===== src/rtl/l1_tlb_refill_pkg.sv =====
// Shared sizes and refill FSM state encoding for the L1 TLB refill slice.
package l1_tlb_pkg;

  localparam int ENTRIES = 8;
  localparam int ASID_W  = 7;
  localparam int VPN_W   = 27;
  localparam int PPN_W   = 20;
  localparam int TAG_W   = ASID_W + VPN_W;
  localparam int IDX_W   = $clog2(ENTRIES);

  typedef enum logic [1:0] {
    S_READY,
    S_REQUEST,
    S_WAIT,
    S_WAIT_INV
  } state_e;

endpackage


===== src/rtl/l1_tlb_refill_if.sv =====
// Requester, lookup-stage and PTW signals of the L1 TLB refill controller.
interface l1_tlb_refill_if;
  import l1_tlb_pkg::*;

  logic                     io_req_valid;
  logic                     io_req_ready;
  logic [VPN_W-1:0]         io_req_bits_vpn;
  logic [ASID_W-1:0]        io_ptw_ptbr_asid;
  logic                     tlb_miss;
  logic [ENTRIES:0]         hits;
  logic                     io_ptw_req_valid;
  logic                     io_ptw_req_ready;
  logic [VPN_W-1:0]         io_ptw_req_bits_addr;
  logic                     io_ptw_resp_valid;
  logic                     io_ptw_resp_bits_error;
  logic [PPN_W-1:0]         io_ptw_resp_bits_pte_ppn;
  logic                     io_ptw_invalidate;
  logic [ENTRIES*TAG_W-1:0] tags_flat;
  logic [ENTRIES-1:0]       valid;
  logic [ENTRIES*PPN_W-1:0] ppns_flat;

  modport slave (
    input  io_req_valid, io_req_bits_vpn, io_ptw_ptbr_asid, tlb_miss, hits,
           io_ptw_req_ready, io_ptw_resp_valid, io_ptw_resp_bits_error,
           io_ptw_resp_bits_pte_ppn, io_ptw_invalidate,
    output io_req_ready, io_ptw_req_valid, io_ptw_req_bits_addr,
           tags_flat, valid, ppns_flat
  );

  modport master (
    output io_req_valid, io_req_bits_vpn, io_ptw_ptbr_asid, tlb_miss, hits,
           io_ptw_req_ready, io_ptw_resp_valid, io_ptw_resp_bits_error,
           io_ptw_resp_bits_pte_ppn, io_ptw_invalidate,
    input  io_req_ready, io_ptw_req_valid, io_ptw_req_bits_addr,
           tags_flat, valid, ppns_flat
  );

endinterface


===== src/rtl/l1_tlb_refill_plru.sv =====
// Tree pseudo-LRU state for the L1 TLB: heap-ordered node bits, touch update, victim walk.
module l1_tlb_plru
  import l1_tlb_pkg::*;
(
  input  logic             clk,
  input  logic             reset_n,
  input  logic             touch_vld,
  input  logic [IDX_W-1:0] touch_idx,
  output logic [IDX_W-1:0] victim_idx
);

  logic [ENTRIES-2:0] plru;
  logic [ENTRIES-2:0] plru_nxt;
  logic [IDX_W-1:0]   vic_node;
  logic [IDX_W-1:0]   tch_node;
  logic               tch_bit;

  // A node bit of 1 steers the victim into the upper subtree.
  always_comb begin
    vic_node   = '0;
    victim_idx = '0;
    for (int l = 0; l < IDX_W; l++) begin
      victim_idx[IDX_W-1-l] = plru[vic_node];
      vic_node = vic_node + vic_node + IDX_W'(1) + IDX_W'(plru[vic_node]);
    end
  end

  // Touching an entry makes every node on its path point at the other subtree.
  always_comb begin
    plru_nxt = plru;
    tch_node = '0;
    tch_bit  = 1'b0;
    if (touch_vld) begin
      for (int l = 0; l < IDX_W; l++) begin
        tch_bit            = touch_idx[IDX_W-1-l];
        plru_nxt[tch_node] = ~tch_bit;
        tch_node = tch_node + tch_node + IDX_W'(1) + IDX_W'(tch_bit);
      end
    end
  end

  always_ff @(posedge clk or negedge reset_n) begin
    if (!reset_n) plru <= '0;
    else          plru <= plru_nxt;
  end

endmodule


===== src/rtl/l1_tlb_refill.sv =====
// L1 TLB refill controller: entry storage, miss-driven PTW walk FSM, invalid-first/PLRU victim.
module l1_tlb_refill
  import l1_tlb_pkg::*;
(
  input  logic            clk,
  input  logic            reset_n,
  l1_tlb_refill_if.slave  bus
);

  state_e             state;
  logic [TAG_W-1:0]   r_refill_tag;
  logic [IDX_W-1:0]   r_refill_idx;
  logic               req_ready_q;
  logic               ptw_req_valid_q;

  logic [TAG_W-1:0]   tags [ENTRIES];
  logic [PPN_W-1:0]   ppns [ENTRIES];
  logic [ENTRIES-1:0] valid_q;

  logic               install;
  logic               hit_touch;
  logic [IDX_W-1:0]   hit_idx;
  logic               touch_vld;
  logic [IDX_W-1:0]   touch_idx;
  logic [IDX_W-1:0]   plru_victim;
  logic [IDX_W-1:0]   inv_idx;
  logic               any_inv;
  logic [IDX_W-1:0]   victim;
  logic               vm_off_unused;

  // The vm-disabled hit line is a lookup-stage bypass and never ages entries.
  assign vm_off_unused = bus.hits[ENTRIES];

  assign install = (state == S_WAIT) && bus.io_ptw_resp_valid &&
                   !bus.io_ptw_invalidate && !bus.io_ptw_resp_bits_error;
  assign hit_touch = (state == S_READY) && bus.io_req_valid && (|bus.hits[ENTRIES-1:0]);

  always_comb begin
    hit_idx = '0;
    for (int i = 0; i < ENTRIES; i++)
      if (bus.hits[i]) hit_idx = hit_idx | IDX_W'(i);
  end

  assign touch_vld = install || hit_touch;
  assign touch_idx = install ? r_refill_idx : hit_idx;

  l1_tlb_plru u_plru (
    .clk        (clk),
    .reset_n    (reset_n),
    .touch_vld  (touch_vld),
    .touch_idx  (touch_idx),
    .victim_idx (plru_victim)
  );

  // Prefer the lowest free slot; only age out a live entry when the TLB is full.
  always_comb begin
    inv_idx = '0;
    any_inv = 1'b0;
    for (int i = ENTRIES - 1; i >= 0; i--) begin
      if (!valid_q[i]) begin
        inv_idx = IDX_W'(i);
        any_inv = 1'b1;
      end
    end
  end

  assign victim = any_inv ? inv_idx : plru_victim;

  always_ff @(posedge clk or negedge reset_n) begin
    if (!reset_n) begin
      state           <= S_READY;
      r_refill_tag    <= '0;
      r_refill_idx    <= '0;
      req_ready_q     <= 1'b1;
      ptw_req_valid_q <= 1'b0;
    end else begin
      case (state)
        S_READY: begin
          if (bus.io_req_valid && bus.tlb_miss) begin
            r_refill_tag    <= {bus.io_ptw_ptbr_asid, bus.io_req_bits_vpn};
            r_refill_idx    <= victim;
            state           <= S_REQUEST;
            req_ready_q     <= 1'b0;
            ptw_req_valid_q <= 1'b1;
          end
        end
        S_REQUEST: begin
          if (bus.io_ptw_invalidate) begin
            state           <= S_READY;
            req_ready_q     <= 1'b1;
            ptw_req_valid_q <= 1'b0;
          end else if (bus.io_ptw_req_ready) begin
            state           <= S_WAIT;
            ptw_req_valid_q <= 1'b0;
          end
        end
        // An sfence during the walk must still swallow the walk's eventual response.
        S_WAIT: begin
          if (bus.io_ptw_invalidate) begin
            state <= S_WAIT_INV;
          end else if (bus.io_ptw_resp_valid) begin
            state       <= S_READY;
            req_ready_q <= 1'b1;
          end
        end
        S_WAIT_INV: begin
          if (bus.io_ptw_resp_valid) begin
            state       <= S_READY;
            req_ready_q <= 1'b1;
          end
        end
        default: begin
          state           <= S_READY;
          req_ready_q     <= 1'b1;
          ptw_req_valid_q <= 1'b0;
        end
      endcase
    end
  end

  always_ff @(posedge clk or negedge reset_n) begin
    if (!reset_n) begin
      valid_q <= '0;
      for (int i = 0; i < ENTRIES; i++) begin
        tags[i] <= '0;
        ppns[i] <= '0;
      end
    end else begin
      if (bus.io_ptw_invalidate) valid_q <= '0;
      else if (install)          valid_q[r_refill_idx] <= 1'b1;
      if (install) begin
        tags[r_refill_idx] <= r_refill_tag;
        ppns[r_refill_idx] <= bus.io_ptw_resp_bits_pte_ppn;
      end
    end
  end

  assign bus.io_req_ready         = req_ready_q;
  assign bus.io_ptw_req_valid     = ptw_req_valid_q;
  assign bus.io_ptw_req_bits_addr = r_refill_tag[VPN_W-1:0];
  assign bus.valid                = valid_q;

  always_comb begin
    bus.tags_flat = '0;
    bus.ppns_flat = '0;
    for (int i = 0; i < ENTRIES; i++) begin
      bus.tags_flat[i*TAG_W +: TAG_W] = tags[i];
      bus.ppns_flat[i*PPN_W +: PPN_W] = ppns[i];
    end
  end

endmodule


===== src/flat_wrapper.sv =====
// flat-port wrapper written by rule: the top's interface ports become plain ports
module l1_tlb_refill_flat import l1_tlb_pkg::*;
  (clk, reset_n, bus_io_req_valid, bus_io_req_bits_vpn, bus_io_ptw_ptbr_asid, bus_tlb_miss, bus_hits, bus_io_ptw_req_ready, bus_io_ptw_resp_valid, bus_io_ptw_resp_bits_error, bus_io_ptw_resp_bits_pte_ppn, bus_io_ptw_invalidate, bus_io_req_ready, bus_io_ptw_req_valid, bus_io_ptw_req_bits_addr, bus_tags_flat, bus_valid, bus_ppns_flat);
  l1_tlb_refill_if bus_i ();
  input  logic clk;
  input  logic reset_n;
  input wire logic [$bits(bus_i.io_req_valid)-1:0] bus_io_req_valid;
  input wire logic [$bits(bus_i.io_req_bits_vpn)-1:0] bus_io_req_bits_vpn;
  input wire logic [$bits(bus_i.io_ptw_ptbr_asid)-1:0] bus_io_ptw_ptbr_asid;
  input wire logic [$bits(bus_i.tlb_miss)-1:0] bus_tlb_miss;
  input wire logic [$bits(bus_i.hits)-1:0] bus_hits;
  input wire logic [$bits(bus_i.io_ptw_req_ready)-1:0] bus_io_ptw_req_ready;
  input wire logic [$bits(bus_i.io_ptw_resp_valid)-1:0] bus_io_ptw_resp_valid;
  input wire logic [$bits(bus_i.io_ptw_resp_bits_error)-1:0] bus_io_ptw_resp_bits_error;
  input wire logic [$bits(bus_i.io_ptw_resp_bits_pte_ppn)-1:0] bus_io_ptw_resp_bits_pte_ppn;
  input wire logic [$bits(bus_i.io_ptw_invalidate)-1:0] bus_io_ptw_invalidate;
  output wire logic [$bits(bus_i.io_req_ready)-1:0] bus_io_req_ready;
  output wire logic [$bits(bus_i.io_ptw_req_valid)-1:0] bus_io_ptw_req_valid;
  output wire logic [$bits(bus_i.io_ptw_req_bits_addr)-1:0] bus_io_ptw_req_bits_addr;
  output wire logic [$bits(bus_i.tags_flat)-1:0] bus_tags_flat;
  output wire logic [$bits(bus_i.valid)-1:0] bus_valid;
  output wire logic [$bits(bus_i.ppns_flat)-1:0] bus_ppns_flat;
  assign bus_i.io_req_valid = bus_io_req_valid;
  assign bus_i.io_req_bits_vpn = bus_io_req_bits_vpn;
  assign bus_i.io_ptw_ptbr_asid = bus_io_ptw_ptbr_asid;
  assign bus_i.tlb_miss = bus_tlb_miss;
  assign bus_i.hits = bus_hits;
  assign bus_i.io_ptw_req_ready = bus_io_ptw_req_ready;
  assign bus_i.io_ptw_resp_valid = bus_io_ptw_resp_valid;
  assign bus_i.io_ptw_resp_bits_error = bus_io_ptw_resp_bits_error;
  assign bus_i.io_ptw_resp_bits_pte_ppn = bus_io_ptw_resp_bits_pte_ppn;
  assign bus_i.io_ptw_invalidate = bus_io_ptw_invalidate;
  assign bus_io_req_ready = bus_i.io_req_ready;
  assign bus_io_ptw_req_valid = bus_i.io_ptw_req_valid;
  assign bus_io_ptw_req_bits_addr = bus_i.io_ptw_req_bits_addr;
  assign bus_tags_flat = bus_i.tags_flat;
  assign bus_valid = bus_i.valid;
  assign bus_ppns_flat = bus_i.ppns_flat;
  l1_tlb_refill u_core (.clk(clk), .reset_n(reset_n), .bus(bus_i));
endmodule

===== config.mk =====
export PLATFORM = sky130hd
export DESIGN_NAME = l1_tlb_refill_flat
export DESIGN_NICKNAME = d
export VERILOG_FILES = /design/src/rtl/l1_tlb_refill_pkg.sv /design/src/rtl/l1_tlb_refill_if.sv /design/src/rtl/l1_tlb_refill_plru.sv /design/src/rtl/l1_tlb_refill.sv /design/src/flat_wrapper.sv
export SDC_FILE = /design/constraint.sdc
export NUM_CORES = 1
export LEC_CHECK = 0
export ABC_CLOCK_PERIOD_IN_PS = 6700
export BUFFER_PORTS_ARGS = -buffer_cell sky130_fd_sc_hd__buf_2
export CORE_ASPECT_RATIO = 1.25
export CORE_MARGIN = 10
export CORE_UTILIZATION = 40
export CTS_CLUSTER_SIZE = 28
export DETAILED_ROUTE_END_ITERATION = 10
export PLACE_DENSITY = 0.72
export SYNTH_ARGS = -nofsm -noshare
export SYNTH_HDL_FRONTEND = slang
export SYNTH_SLANG_ARGS = --single-unit

===== constraint.sdc =====
create_clock -name clk -period 6.7 [get_ports clk]
set_input_delay 0.335 -clock clk [delete_from_list [all_inputs] [get_ports clk]]
set_output_delay 0.335 -clock clk [all_outputs]
set_load 0.05 [all_outputs]

==> Yosys cells after proc, flatten, opt, wreduce, memory -nomap -nowiden <==
Index checks and enable logic that the tools add are counted.
{ "totals": {"ff_bits": 488, "word_cells": 134, "output_inout_bits": 469, "input_bits": 71} }
{ "op_classes": {"bitwise": 5, "addsub": 8, "mux": 60, "eq_ne": 7, "magnitude_cmp": 10, "reduce_logical": 21} }
{ "ops": {"columns": ["op", "count"], "rows": [
  ["272-bit bitwise mux", 1],
  ["160-bit bitwise mux", 1],
  ["34-bit demux with 3-bit select", 1],
  ["20-bit demux with 3-bit select", 1],
  ["3-bit 2-to-1 mux", 14],
  ["34-bit 2-to-1 mux", 1],
  ["1-bit 2-to-1 mux", 21],
  ["20-bit 2-to-1 mux", 1],
  ["3-bit by 4-bit less-than comparator with 1-bit output, second input constant", 4],
  ["8-bit 2-to-1 mux", 2],
  ["7-bit bitwise mux", 2],
  ["2-bit 2-to-1 mux", 7],
  ["1-bit logical AND", 10],
  ["1-bit demux with 3-bit select", 3],
  ["8-bit bitwise OR", 1],
  ["2-bit case mux with 4 select lines", 1],
  ["8-bit OR reduction", 1],
  ["3-bit by 1-bit adder with 3-bit output", 2],
  ["3-bit by 1-bit adder with 3-bit output, second input constant", 2],
  ["1-bit binary-select mux with 3-bit select", 2],
  ["3-bit by 1-bit >= comparator with 1-bit output, second input constant", 2],
  ["2-bit inequality test, second input constant", 3],
  ["3-bit AND reduction", 2],
  ["1-bit by 1-bit adder with 2-bit output, first input constant", 2],
  ["other kinds (18)", 24]
]} }

==> Longest topological paths before layout <==
{ "logic_depth": {"ltp_word": 17, "mapped_depth": 10, "ltp_nobuf": 9} }

==> Modules after synthesis <==
Synthesis repeated with hierarchy kept, for this count alone.
{ "hier_totals": {"cells_unflattened": 1161, "area_unflattened_um2": 19423.6} }
{ "modules_own_cells": {"columns": ["module", "cells_per_inst", "area_per_inst_um2", "instances", "seq_area_each_um2"], "rows": [
  ["l1_tlb_refill", 1111, 18934.4, 1, 12037.8],
  ["l1_tlb_plru", 50, 489.2, 1, 175.2]
]} }

==> Least setup slack after synthesis <==
No wires, ideal clock.
{ "synth_timing": {"path_kind": "register to register", "startpoint": "reg u_core.state[0]", "endpoint": "reg u_core.u_plru.plru[0]", "required_time_ns": 6.623, "setup_ns": 0.077, "arrival_ns": 2.575, "path_stages_with_launch": 11, "setup_slack_ns": 4.047, "path_buffers": 1, "synth_period_minus_slack_ns": 2.653, "path_cell_list": "dfrtp_1 -> buf_2 -> nand4bb_4 -> nor2_2 -> mux2_2 -> inv_1 -> ha_1 -> inv_1 -> nor4b_1 -> mux2_2 -> a21oi_1"} }
{ "synth_via": {"elab_chain_cells": 14, "word_cells_on_any_way": 28, "cone_classes": "add/sub: 4; order compare: 4; eq/ne: 1; mux: 7; bitwise: 3; reduce/logical: 9"} }
{ "synth_rtl": {"columns": ["element", "line", "rtl"], "rows": [
  ["from (decl)", "l1_tlb_refill.sv:10", "state_e state;"],
  ["from (signal assigned)", "l1_tlb_refill.sv:71", "state <= S_READY;"],
  ["from (signal assigned)", "l1_tlb_refill.sv:82", "state <= S_REQUEST;"],
  ["from (signal assigned)", "l1_tlb_refill.sv:89", "state <= S_READY;"],
  ["2-bit equality test", "l1_tlb_refill.sv:34", "assign install = (state == S_WAIT) && bus.io_ptw_resp_valid &&"],
  ["1-bit logical AND (2 in a row)", "l1_tlb_refill.sv:34", null],
  ["1-bit logical AND", "l1_tlb_refill.sv:35", "!bus.io_ptw_invalidate && !bus.io_ptw_resp_bits_error;"],
  ["3-bit 2-to-1 mux", "l1_tlb_refill.sv:45", "assign touch_idx = install ? r_refill_idx : hit_idx;"],
  ["1-bit by 1-bit adder with 2-bit output", "l1_tlb_refill_plru.sv:37", "tch_node = tch_node + tch_node + IDX_W'(1) + IDX_W'(tch_bit);"],
  ["2-bit by 2-bit adder with 3-bit output", "l1_tlb_refill_plru.sv:37", null],
  ["3-bit by 1-bit adder with 3-bit output (2 in a row)", "l1_tlb_refill_plru.sv:37", null],
  ["3-bit by 4-bit less-than comparator with 1-bit output (implied by the code) or 3-bit by 1-bit >= comparator with 1-bit output (tied branches)", "l1_tlb_refill_plru.sv:36", "plru_nxt[tch_node] = ~tch_bit;"],
  ["1-bit logical AND (implied by the code)", "l1_tlb_refill_plru.sv:36", null],
  ["1-bit 2-to-1 mux (implied by the code)", "l1_tlb_refill_plru.sv:36", null],
  ["1-bit demux with 3-bit select", "l1_tlb_refill_plru.sv:36", null],
  ["7-bit bitwise mux", "l1_tlb_refill_plru.sv:36", null],
  ["to (signal assigned)", "l1_tlb_refill_plru.sv:44", "else plru <= plru_nxt;"],
  ["to (decl)", "l1_tlb_refill_plru.sv:12", "logic [ENTRIES-2:0] plru;"]
]} }
Several ways; a longest one is shown, not always the timed one.
A chain may end at the register's enable or synchronous reset.

==> Worst setup path in the final report <==
{ "layout_timing": {"startpoint": "reg u_core.state[0]", "endpoint": "reg u_core.u_plru.plru[1]"} }
Same word-level chain as after synthesis.

==> results.toml <==
[die]
die_h_um = 262
io_pins = 540
start_util = 0.4052
die_w_um = 213.6
num_rows = 88
dieArea_sq_mm = 0.05596
core_area_sq_mm = 0.04624

[detailed_routing]
ant_nets = 0
viasPerCell = 5.081
wl_met1_um = 20870
routed.top_layer = "met4"
drtPass1Iterations = 6
wl_met2_um = 28690
routed_wl_um = 55870
wl_met3_um = 4559
wl_per_cell_um = 23.99
vias = 11834
drc = 0
drtIter0Drc = 587

[cts]
clkLatencyLatePin_ns = 0.58
clk_path_buf_depth = 3
cts_root_buffer = "clkbuf_16"
path_clk_slew_ns = 0.06
cts_htree_levels = 2
hold_buffers = 35
cts_setup_buffers = 0
cts_resized = 0
cts_sinks = 488
cts_buffers = 49
cts_tree = "built"

[synth]
synth_common_cells = "487 x dfrtp_1, 469 x mux2_2, 32 x buf_2, 28 x buf_4, 19 x a21oi_1"
async_flop_share = 1.000
ys_ff_latch = 488
synth_top_area_frac = 0.6503
synth_cell_types = 42
synth.most_common_cell = "dfrtp_1"
synth_edf_count = 0
synthesis.area_sq_mm = 0.01874
synth.avg_cell_area_sq_um = 16.27
ys.flop_type = "dfrtp_1"
ys_seq_area_frac = 0.6517
post-synth-top-area-cell = "dfrtp_1"
syn_nets = 1230
yosysWarnings = 0
yosys-top-cells-area = "dfrtp_1 65%, mux2_2 28%, buf_4 1.1%"
synth_cells = 1152

[setup_path]
worstRegToRegCells = 9
critPathRequiredTime_ns = 7.16
r2r_end = "u_core.u_plru.plru[1]$_DFFE_PN0P_"
path_max_fanout = 10
cp-end-kind = "flop"
worstSetupStartpoint = "u_core.state[0]$_DFFE_PN0P_"
crit_end = "u_core.u_plru.plru[1]$_DFFE_PN0P_"
arrival_ns = 3.56
critical_path_class = "flop to flop"
setup.reg_to_reg.worst_slack_ns = 3.60
rr_startpoint = "u_core.state[0]$_DFFE_PN0P_"
startpoint_type = "flop"

[cells_and_area]
drive_gt1_frac = 0.6359
nets = 1785
final_area_sq_mm = 0.02385
n_antenna_cell = 0
stdcell_count = 2329
area_delta_synth_final_pct = 27.26

[sta]
finalCriticalPeriod_ns = 3.105
slew_headroom = 0.2006
fin_skew_ns = 0.01688
post-route-period-util = 0.4634
hold_ws_ns = 0.05854
finalSetupTns_ns = 0
tightest_slew_ns = 1.187
maxSlewViolCount = 0
rsz0062_at_grt = "false"
setup_viol = 0
max_freq_mhz = 322.1
finalHoldViolCount = 0

[global_route]
grt_overflow_total = 0
grt_pass1_wl_um = 82770
grt_pass1_vias = 12862
grt_max_degree = 176
antenna_found_initial = 0
grt.total_usage = 0.1955

[placed_design]
placed_area_sq_mm = 0.02184
portBuffers = 538
place_inst = 2206
gp_congestion = 0.8034
hpwl_um = 38010

[job]
maxCapViolations = 0

[status]
status = "finished, final reports clean"

[power]
p_per_area_mw_per_mm2 = 359.6
p_leak_nw = 13.48
max-vdd-ir-drop_v = 0.0003209

[worst_hold_path]
hold_class = "primary input to flop"
==> registers in the layout, indices dropped and copies added, names as in the netlist, 2 cells and up <==
signal and cells:
u_core.bus.valid 8, u_core.u_plru.plru 7, u_core.state 2, u_core.r_refill_tag 34, u_core.r_refill_idx 3, u_core.bus.tags_flat 272
u_core.bus.ppns_flat 160
==> worst min-delay path by stage <==
stage | cells after the start | endpoint | start | slack [ns]
3_5_place_dp | 1 | u_core.bus.ppns_flat[41]$_DFFE_PN0P_ | reset_n | 0.41
6_report | 3 | u_core.state[1]$_DFFE_PN0P_ | bus_io_ptw_req_ready | 0.06
5_1_grt | 3 | u_core.state[1]$_DFFE_PN0P_ | bus_io_ptw_req_ready | 0.06
4_1_cts | 3 | u_core.state[1]$_DFFE_PN0P_ | bus_io_ptw_req_ready | 0.02
2_1_floorplan | 0 | u_core.bus.io_ptw_req_valid$_DFFE_PN0P_ | reset_n | 0.04
3_3_place_gp | 1 | u_core.bus.ppns_flat[122]$_DFFE_PN0P_ | reset_n | 0.40
==> worst max-delay path, cell delays in order (launching register included) <==
cell and delay (ns):
dfrtp_1 0.52, nand4bb_4 0.34, nor2_2 0.44, mux2_2 0.45
inv_1 0.12, ha_1 0.22, inv_1 0.08, o311ai_0 0.33
o211ai_1 0.15, mux2_2 0.33
==> metal layers <==
metal / track usage / vias up
li1: - / 5187
met1: 0.2224 / 6171
met5: 0 / -
met2: 0.3404 / 385
met4: 0.07158 / 0
met3: 0.05960 / 91
==> metrics by stage <==
stage	power (W)	setup WS, ns	utilization
after detailed placement	0.005834	3.536	0.4723
after global placement	0.005779	3.617	0.4723
after global routing	0.008924	3.328	0.5157
final	0.008576	3.595	0.5157
after CTS	0.008671	3.606	0.5157
after floorplan	0.005233	4.047	-
==> kinds of logic after synthesis <==
logic type | Yosys count | synth area share
AO/OA/AOI/OAI | 45 | 0.01415
adder cells (fa/ha/maj) | 7 | 0.004673
buffers and inverters | 92 | 0.02817
flip-flops | 488 | 0.6517
multiplexers | 474 | 0.2847
AND/OR/NAND/NOR | 46 | 0.01662
==> cells in the final DEF, fill, tap and decap left out, drive strengths merged, types with 9 or more instances in the layout <==
cell type,instances
a21oi,19
clkbuf,69
buf,546
dfrtp,487
inv,18
dlygate4sd3,35
o21ai,13
clkinv,9
mux2,472
nor2,10
nand2,9
==> final cells by class <==
cell class / instances / area, sq um
fillers: 3897 / 22400
flip-flops and latches: 488 / 12210
multi-input cells: 572 / 6055
repair buffers: 581 / 3138
clock buffers: 69 / 1434
well taps: 585 / 732.0
clock inverters: 19 / 221.5
inverters: 15 / 56.30
==> power by group <==
group          leakage (nW)  total (W)  internal, W  switching (W)
logic                  6.00    0.00205     0.000538        0.00151
registers              6.67    0.00373      0.00329       0.000442
clock network         0.810    0.00280      0.00165        0.00115
No activity file was read; power rests on OpenSTA's default activity.
